## config.mk

```make
export PLATFORM = sky130hd
export DESIGN_NAME = fetch_unit_flat
export DESIGN_NICKNAME = d
export VERILOG_FILES = /design/src/rtl/fetch_unit_if.sv /design/src/rtl/fetch_unit.sv /design/src/flat_wrapper.sv
export SDC_FILE = /design/constraint.sdc
export NUM_CORES = 1
export LEC_CHECK = 0
export BUFFER_PORTS_ARGS = -buffer_cell sky130_fd_sc_hd__buf_2
export CORE_MARGIN = 4
export CORE_UTILIZATION = 30
export CTS_CLUSTER_SIZE = 25
export DETAILED_ROUTE_END_ITERATION = 7
export PLACE_DENSITY = 0.54
export SYNTH_ARGS = -nofsm -noshare
export SYNTH_HDL_FRONTEND = slang
export SYNTH_SLANG_ARGS = --single-unit
export TNS_END_PERCENT = 30
```

## constraint.sdc

```tcl
create_clock -name clk -period 3.5 [get_ports clk]
set_input_delay 0.525 -clock clk [delete_from_list [all_inputs] [get_ports clk]]
set_output_delay 0.525 -clock clk [all_outputs]
set_load 0.1 [all_outputs]
```

## src/rtl/fetch_unit_if.sv

```systemverilog
// Fetch-unit bus bundle: ROM request/response, redirect input and the
// instruction-buffer head handshake toward the decoder.
interface fetch_unit_if #(
    parameter int ADDR_W = 20
);
    logic              rom_req;
    logic [ADDR_W-1:0] rom_addr;
    logic [31:0]       rom_inst;
    logic              redirect;
    logic [31:0]       redirect_pc;
    logic              misalign;
    logic              inst_valid;
    logic [31:0]       inst;
    logic [31:0]       inst_pc;
    logic              inst_ready;

    modport master (
        output rom_req, rom_addr, misalign, inst_valid, inst, inst_pc,
        input  rom_inst, redirect, redirect_pc, inst_ready
    );

    modport slave (
        input  rom_req, rom_addr, misalign, inst_valid, inst, inst_pc,
        output rom_inst, redirect, redirect_pc, inst_ready
    );
endinterface

```

## src/rtl/fetch_unit.sv

```systemverilog
// Instruction fetch: issues word reads to a 1-cycle-latency ROM, buffers
// {inst, pc} pairs in a small FIFO and restarts cleanly on redirect.
module fetch_unit #(
    parameter int          ADDR_W   = 20,
    parameter int          DEPTH    = 4,
    parameter logic [31:0] RESET_PC = 32'h0000_0000
) (
    input logic          clk,
    input logic          rst,
    fetch_unit_if.master bus
);
    localparam int PTR_W = $clog2(DEPTH);
    localparam int CNT_W = $clog2(DEPTH + 1);
    localparam logic [CNT_W:0] DEPTH_C = (CNT_W + 1)'(DEPTH);

    typedef struct packed {
        logic [31:0] inst;
        logic [31:0] pc;
    } entry_t;

    entry_t            mem_q [DEPTH];
    logic [PTR_W-1:0]  head_q, head_d, tail_q, tail_d;
    logic [CNT_W-1:0]  count_q, count_d;
    logic [31:0]       fetch_pc_q, fetch_pc_d, inflight_pc_q;
    logic              inflight_q, misalign_q, misalign_d, valid_q;
    logic              pop, kill, wr, issue;
    logic [CNT_W:0]    occ;

    // A redirect in the response cycle kills the returning word.
    assign kill  = bus.redirect;
    assign pop   = valid_q & bus.inst_ready;
    assign wr    = inflight_q & ~kill & ~rst;
    // Slots already committed: buffered + in flight, minus the one leaving now.
    assign occ   = {1'b0, count_q} + (CNT_W + 1)'(inflight_q) - (CNT_W + 1)'(pop);
    assign issue = ~rst & ~bus.redirect & (occ < DEPTH_C);

    always_comb begin
        fetch_pc_d = fetch_pc_q;
        head_d     = head_q;
        tail_d     = tail_q;
        count_d    = count_q;
        misalign_d = bus.redirect & (|bus.redirect_pc[1:0]);
        if (issue) fetch_pc_d = fetch_pc_q + 32'd4;
        if (wr)    tail_d = tail_q + PTR_W'(1);
        if (pop)   head_d = head_q + PTR_W'(1);
        count_d = count_q + CNT_W'(wr) - CNT_W'(pop);
        if (bus.redirect) begin
            fetch_pc_d = {bus.redirect_pc[31:2], 2'b00};
            head_d     = '0;
            tail_d     = '0;
            count_d    = '0;
        end
    end

    always_ff @(posedge clk) begin
        if (rst) begin
            fetch_pc_q <= RESET_PC;
            head_q     <= '0;
            tail_q     <= '0;
            count_q    <= '0;
            inflight_q <= 1'b0;
            misalign_q <= 1'b0;
            valid_q    <= 1'b0;
        end else begin
            fetch_pc_q <= fetch_pc_d;
            head_q     <= head_d;
            tail_q     <= tail_d;
            count_q    <= count_d;
            inflight_q <= issue;
            misalign_q <= misalign_d;
            valid_q    <= (count_d != '0);
        end
    end

    always_ff @(posedge clk) begin
        if (issue) inflight_pc_q <= fetch_pc_q;
        if (wr)    mem_q[tail_q] <= '{inst: bus.rom_inst, pc: inflight_pc_q};
    end

    assign bus.rom_req    = issue;
    assign bus.rom_addr   = fetch_pc_q[ADDR_W+1:2];
    assign bus.misalign   = misalign_q;
    assign bus.inst_valid = valid_q;
    assign bus.inst       = mem_q[head_q].inst;
    assign bus.inst_pc    = mem_q[head_q].pc;
endmodule

```

## src/flat_wrapper.sv

```systemverilog
// flat-port wrapper written by rule: the top's interface ports become plain ports
module fetch_unit_flat 
#(
    parameter int          ADDR_W   = 20,
    parameter int          DEPTH    = 4,
    parameter logic [31:0] RESET_PC = 32'h0000_0000
)
  (clk, rst, bus_rom_req, bus_rom_addr, bus_misalign, bus_inst_valid, bus_inst, bus_inst_pc, bus_rom_inst, bus_redirect, bus_redirect_pc, bus_inst_ready);
  fetch_unit_if #(.ADDR_W(ADDR_W)) bus_i ();
  input logic clk;
  input logic rst;
  output wire logic [$bits(bus_i.rom_req)-1:0] bus_rom_req;
  output wire logic [$bits(bus_i.rom_addr)-1:0] bus_rom_addr;
  output wire logic [$bits(bus_i.misalign)-1:0] bus_misalign;
  output wire logic [$bits(bus_i.inst_valid)-1:0] bus_inst_valid;
  output wire logic [$bits(bus_i.inst)-1:0] bus_inst;
  output wire logic [$bits(bus_i.inst_pc)-1:0] bus_inst_pc;
  input wire logic [$bits(bus_i.rom_inst)-1:0] bus_rom_inst;
  input wire logic [$bits(bus_i.redirect)-1:0] bus_redirect;
  input wire logic [$bits(bus_i.redirect_pc)-1:0] bus_redirect_pc;
  input wire logic [$bits(bus_i.inst_ready)-1:0] bus_inst_ready;
  assign bus_rom_req = bus_i.rom_req;
  assign bus_rom_addr = bus_i.rom_addr;
  assign bus_misalign = bus_i.misalign;
  assign bus_inst_valid = bus_i.inst_valid;
  assign bus_inst = bus_i.inst;
  assign bus_inst_pc = bus_i.inst_pc;
  assign bus_i.rom_inst = bus_rom_inst;
  assign bus_i.redirect = bus_redirect;
  assign bus_i.redirect_pc = bus_redirect_pc;
  assign bus_i.inst_ready = bus_inst_ready;
  fetch_unit #(.ADDR_W(ADDR_W), .DEPTH(DEPTH), .RESET_PC(RESET_PC)) u_core (.clk(clk), .rst(rst), .bus(bus_i));
endmodule
```

* Yosys cells after proc, flatten, opt, wreduce, memory -nomap -nowiden
Memory sizes are Yosys's and may differ from the RTL's. A register that Yosys moved wholly into a read port is not among the register bits. Cells that the tools add are included.
Storage, ports and cells: bits in registers 74, memories 1, bits in writable memories 256, output and inout port bits 87, word-level logic and storage cells 37, input bits 68
Cells by class: reduce and logical (&&, ||, !) cells 4, multiplexer cells 7, order comparisons 1, $add $sub $neg 7, bitwise logic cells 8
Memories:
- u_core.mem_q | words 4, bits a word 64, read ports 1, clocked after Yosys merged registers in 1, write ports 1, RTL line fetch_unit.sv:21 | entry_t mem_q [DEPTH];
Operators with widths (number):
- $mux W32 | 2
- $add A32 B3 Y32 const B | 1
- $and A1 B1 Y1 | 6
- $add A2 B1 Y2 const B | 2
- $add A3 B1 Y4 | 1
- $lt A4 B3 Y1 const B | 1
- $mux W2 | 2
- $reduce_or A2 Y1 | 2
- $sub A4 B1 Y4 | 1
- $add A3 B1 Y3 | 1
- $mux W3 | 1
- $reduce_bool A3 Y1 | 1
- $sub A3 B1 Y3 | 1
- $mux W1 | 2
- $not A1 Y1 | 2
- $reduce_bool A2 Y1 | 1

* Depth between registers and ports, before layout
depth in word-level cells 7, gate-level depth with buffers 10, depth with buffers taken out 9

* Worst setup path before layout
OpenSTA, ideal clock, no wires.
path type register to output, start register u_core.valid_q, in the netlist u_core.bus.inst_valid, end output port bus_rom_req, path slack -767 ps, cell stages (with the launch flop) 8, path buffers 0, arrival time 3742 ps, data required time 2975 ps, path through dfxtp_1 -> and2_1 -> ha_1 -> inv_1 -> ha_1 -> and3b_4 -> nor4_4 -> o21a_1
Between the ends: cells in the longest elaborated chain, start to end 4
RTL lines:
- from (decl) | RTL line fetch_unit.sv:25 | logic inflight_q, misalign_q, misalign_d, valid_q;
- from (signal assigned) | RTL line fetch_unit.sv:71 | valid_q <= (count_d != '0);
- $and A1 B1 Y1 | RTL line fetch_unit.sv:31 | assign pop = valid_q & bus.inst_ready;
- via u_core.pop | RTL line fetch_unit.sv:26 | logic pop, kill, wr, issue;
- $sub A4 B1 Y4 | RTL line fetch_unit.sv:34 | assign occ = {1'b0, count_q} + (CNT_W + 1)'(inflight_q) - (CNT_W + 1)'(pop);
- $lt A4 B3 Y1 | RTL line fetch_unit.sv:35 | assign issue = ~rst & ~bus.redirect & (occ < DEPTH_C);
- $and A1 B1 Y1 | RTL line fetch_unit.sv:35
- to (decl) | RTL line flat_wrapper.sv:12 | output wire logic [$bits(bus_i.rom_req)-1:0] bus_rom_req;
The timed path passes the listed nets, and every way through them passes these cells.

* Worst setup path after layout
Ends and elaborated chain as after synthesis.

==> flow_metrics.tcl <==
set metrics [dict create \
    crit_slowest_cell "dfxtp_1" \
    grt_use_total_pct 12.1 \
    r2r_start "u_core.bus.inst_valid$_SDFF_PP0_" \
    cts_setup_buffers 0 \
    hold_violations 0 \
    gp_congestion 0.750 \
    place_hpwl_um 17600 \
    drtAntennaViolNets 0 \
    grt_max_degree 38 \
    nets 877 \
    n_fill_cell 3725 \
    synth-edff-count 278 \
    first_pass_iters 4 \
    slowest_delay_ns 0.33 \
    postCtsHoldBufs 0 \
    critical_path_buf_inv_count 3 \
    peakVddDrop_mv 0.286 \
    ys_ff_latch 320 \
    final_max_slew_viol_count 0 \
    areaGrowthSynthToFinish_pct 21.2 \
    drive_gt1_share_pct 37.1 \
    cts_buffers 37 \
    seq_area_frac_synth_pct 74.6 \
    fin_crit_sh_pct 92.5 \
    hp-start "bus_redirect_pc[0]" \
    cp.required_ns 2.97 \
    cts_buffer_depth 3 \
    outcome "finished clean" \
    grt_overflow 0 \
    initial_core_util_pct 30.7 \
    grt_pass1_wl_um 41000 \
    finalSetupTns_ns 0 \
    critPathArrivalTime_ns 2.71 \
    clockRootBuffer "clkbuf_16" \
    rows 73 \
    drt_iter0_drc 367 \
    antenna_found_initial 0 \
    hold_depth 2 \
    die_w_um 211 \
    cp-end-kind "primary output" \
    synth_top_cell_by_area "edfxtp_1" \
    power_density_mw_per_mm2 584 \
    slew_headroom_pct 56.0 \
    skew_ns 0.0146 \
    fmax_mhz 309 \
    crit_path_frequent_cell "ha_1" \
    fin_crit_ns 3.24 \
    reg2reg_depth 10 \
    drcViolationCount 0 \
    n_antenna_cell 0 \
    synth_area_per_cell_um2 19.2 \
    grt_pass1_vias 6547 \
    reg2reg_to "u_core.fetch_pc_q[8]$_SDFFE_PP0P_" \
    tightest_slew_ns 0.660 \
    synth_most_common_cell "edfxtp_1" \
    cts.sink_count 320 \
    via_per_inst 4.65 \
    syn_inst 642 \
    wl_per_cell_um 19.9 \
    core-area_mm2 0.0402 \
    rsz0062_at_grt "false" \
    vias 6282 \
    postLayoutCoreUtil_pct 37.2 \
    routed_wl_um 26900 \
    path_class "reg -> out" \
    ioPinCount 155 \
    hp-class "in -> reg" \
    p_leak_uw 0.00501 \
    cap_viol_max_count 0 \
    holdWs_ns 0.197 \
    finalSetupViolCount 0 \
    dieArea_mm2 0.0444 \
    synthFlopType "edfxtp_1" \
    cts_tree "yes" \
    postCtsResizedCells 0 \
    synthTopCellsByArea "edfxtp_1, mux4_2, dfxtp_1" \
    crit_family "simple AND/OR/NAND/NOR gates" \
    die_h_um 211 \
    synthArstFlopShare_pct 0 \
    hold_end "u_core.bus.misalign$_SDFF_PP0_" \
    cts_max_level 2 \
    synth_warnings 0 \
    synth_top_area_share_pct 67.7 \
    numPortBuffers 152 \
    cts.clk_slew.worst_paths_ns 0.06 \
    crit_path_start_kind "flip-flop" \
    critPathMaxFanout 25 \
    synth_cell_types 44 \
    insertion_delay_ns 0.53 \
    netlist_area_mm2 0.0123 \
    path_cells "and2_1, ha_1, inv_1, ha_1, and3b_4, nor4_4, buf_4, o21a_4, buf_12" \
    r2r_slack_ns 0.76 \
    synth_common_cells "edfxtp_1, mux4_2, dfxtp_1" \
]
==> cell families after synthesis <==
family,count (synthesis),synth area share (%)
AOI/OAI and AO/OA,64,3.92
xor gates and xnor gates,27,1.92
adders and majority gates,10,1.08
buffers and inverters,69,2.86
DFF,320,74.6
muxes,66,11.7
other,1,0.0304
and+or+nand+nor,85,3.97
==> layout by cell type, fill, tap and decap left out, drive strengths merged, types with 5 or more instances in the layout <==
cell	synthesis	layout
and3	7	7
inv	15	16
clkinv	1	17
o21ai	8	8
ha	9	9
xor2	17	17
o2111ai	12	12
a21oi	5	5
edfxtp	278	278
nor2	38	38
nand3	5	5
buf	33	170
clkbuf	20	42
o211ai	7	7
nand2	8	8
xnor2	10	10
mux4	62	62
a211oi	19	19
dfxtp	42	42
nor4	6	6
==> final cells by class <==
class	instances	area, µm²	area share (%)
sequential	320	9200	61.6
tap	525	657	4.40
timing repair buffer	170	986	6.60
clock inverter	25	229	1.53
clock buffer	42	997	6.68
multi-input combinational	254	2810	18.8
inverter	16	60.1	0.402
==> report_power, final <==
part / switching, µW / total (µW) / internal, µW / leakage (µW)
Sequential: 78.7 / 4310 / 4230 / 0.00287
Combinational: 461 / 595 / 134 / 0.00155
Clock: 1480 / 3820 / 2340 / 0.000596
Total: 2020 / 8730 / 6700 / 0.00501
==> worst reg2reg max path, cell delays in order (launching register included) <==
cell	delay, ns
dfxtp_1	0.33
and2_1	0.20
ha_1	0.21
inv_1	0.06
ha_1	0.27
and3b_4	0.21
o211a_1	0.38
buf_4	0.29
nor2_1	0.09
or3_1	0.36
a311oi_1	0.25
==> routing by layer <==
metal / vias up / part of all wire [%] / global-route usage [%]
met5: - / 0 / 0
met4: 0 / 1.9 / 3.22
met3: 34 / 6.4 / 3.64
met2: 164 / 46 / 18.7
met1: 3209 / 46 / 16.8
li1: 2875 / - / -
==> registers in the layout, indices dropped and copies added (netlist names), named ones only <==
signal,flops
u_core.head_q,2
u_core.bus.inst_valid,1
u_core.tail_q,2
u_core.mem_q,248
u_core.inflight_pc_q,30
u_core.inflight_q,1
u_core.bus.misalign,1
u_core.count_q,3
u_core.fetch_pc_q,30
==> per-stage QoR <==
step,setup slack [ns],area (µm²),total power [µW],cells
floorplan,0.119,12300,4820,643
global placement,0.554,13700,4980,1285
detailed placement,0.487,13700,4990,1285
finish,0.262,14900,8730,1352
CTS,0.213,14900,8860,1352
global route,0.0917,14900,9070,1352
==> worst max path at each step <==
stage                                      from                                end  slack, ns  depth (start not counted)
3_3_place_gp                     bus_inst_ready  u_core.fetch_pc_q[8]$_SDFFE_PP0P_       0.55                         11
2_1_floorplan  u_core.bus.inst_valid$_SDFF_PP0_                        bus_rom_req       0.12                          7
3_5_place_dp                     bus_inst_ready  u_core.fetch_pc_q[3]$_SDFFE_PP0P_       0.49                         12
6_report       u_core.bus.inst_valid$_SDFF_PP0_                        bus_rom_req       0.26                          9
4_1_cts        u_core.bus.inst_valid$_SDFF_PP0_                        bus_rom_req       0.21                          9
5_1_grt        u_core.bus.inst_valid$_SDFF_PP0_                        bus_rom_req       0.09                          9
Power figures use the tool's default switching activity.
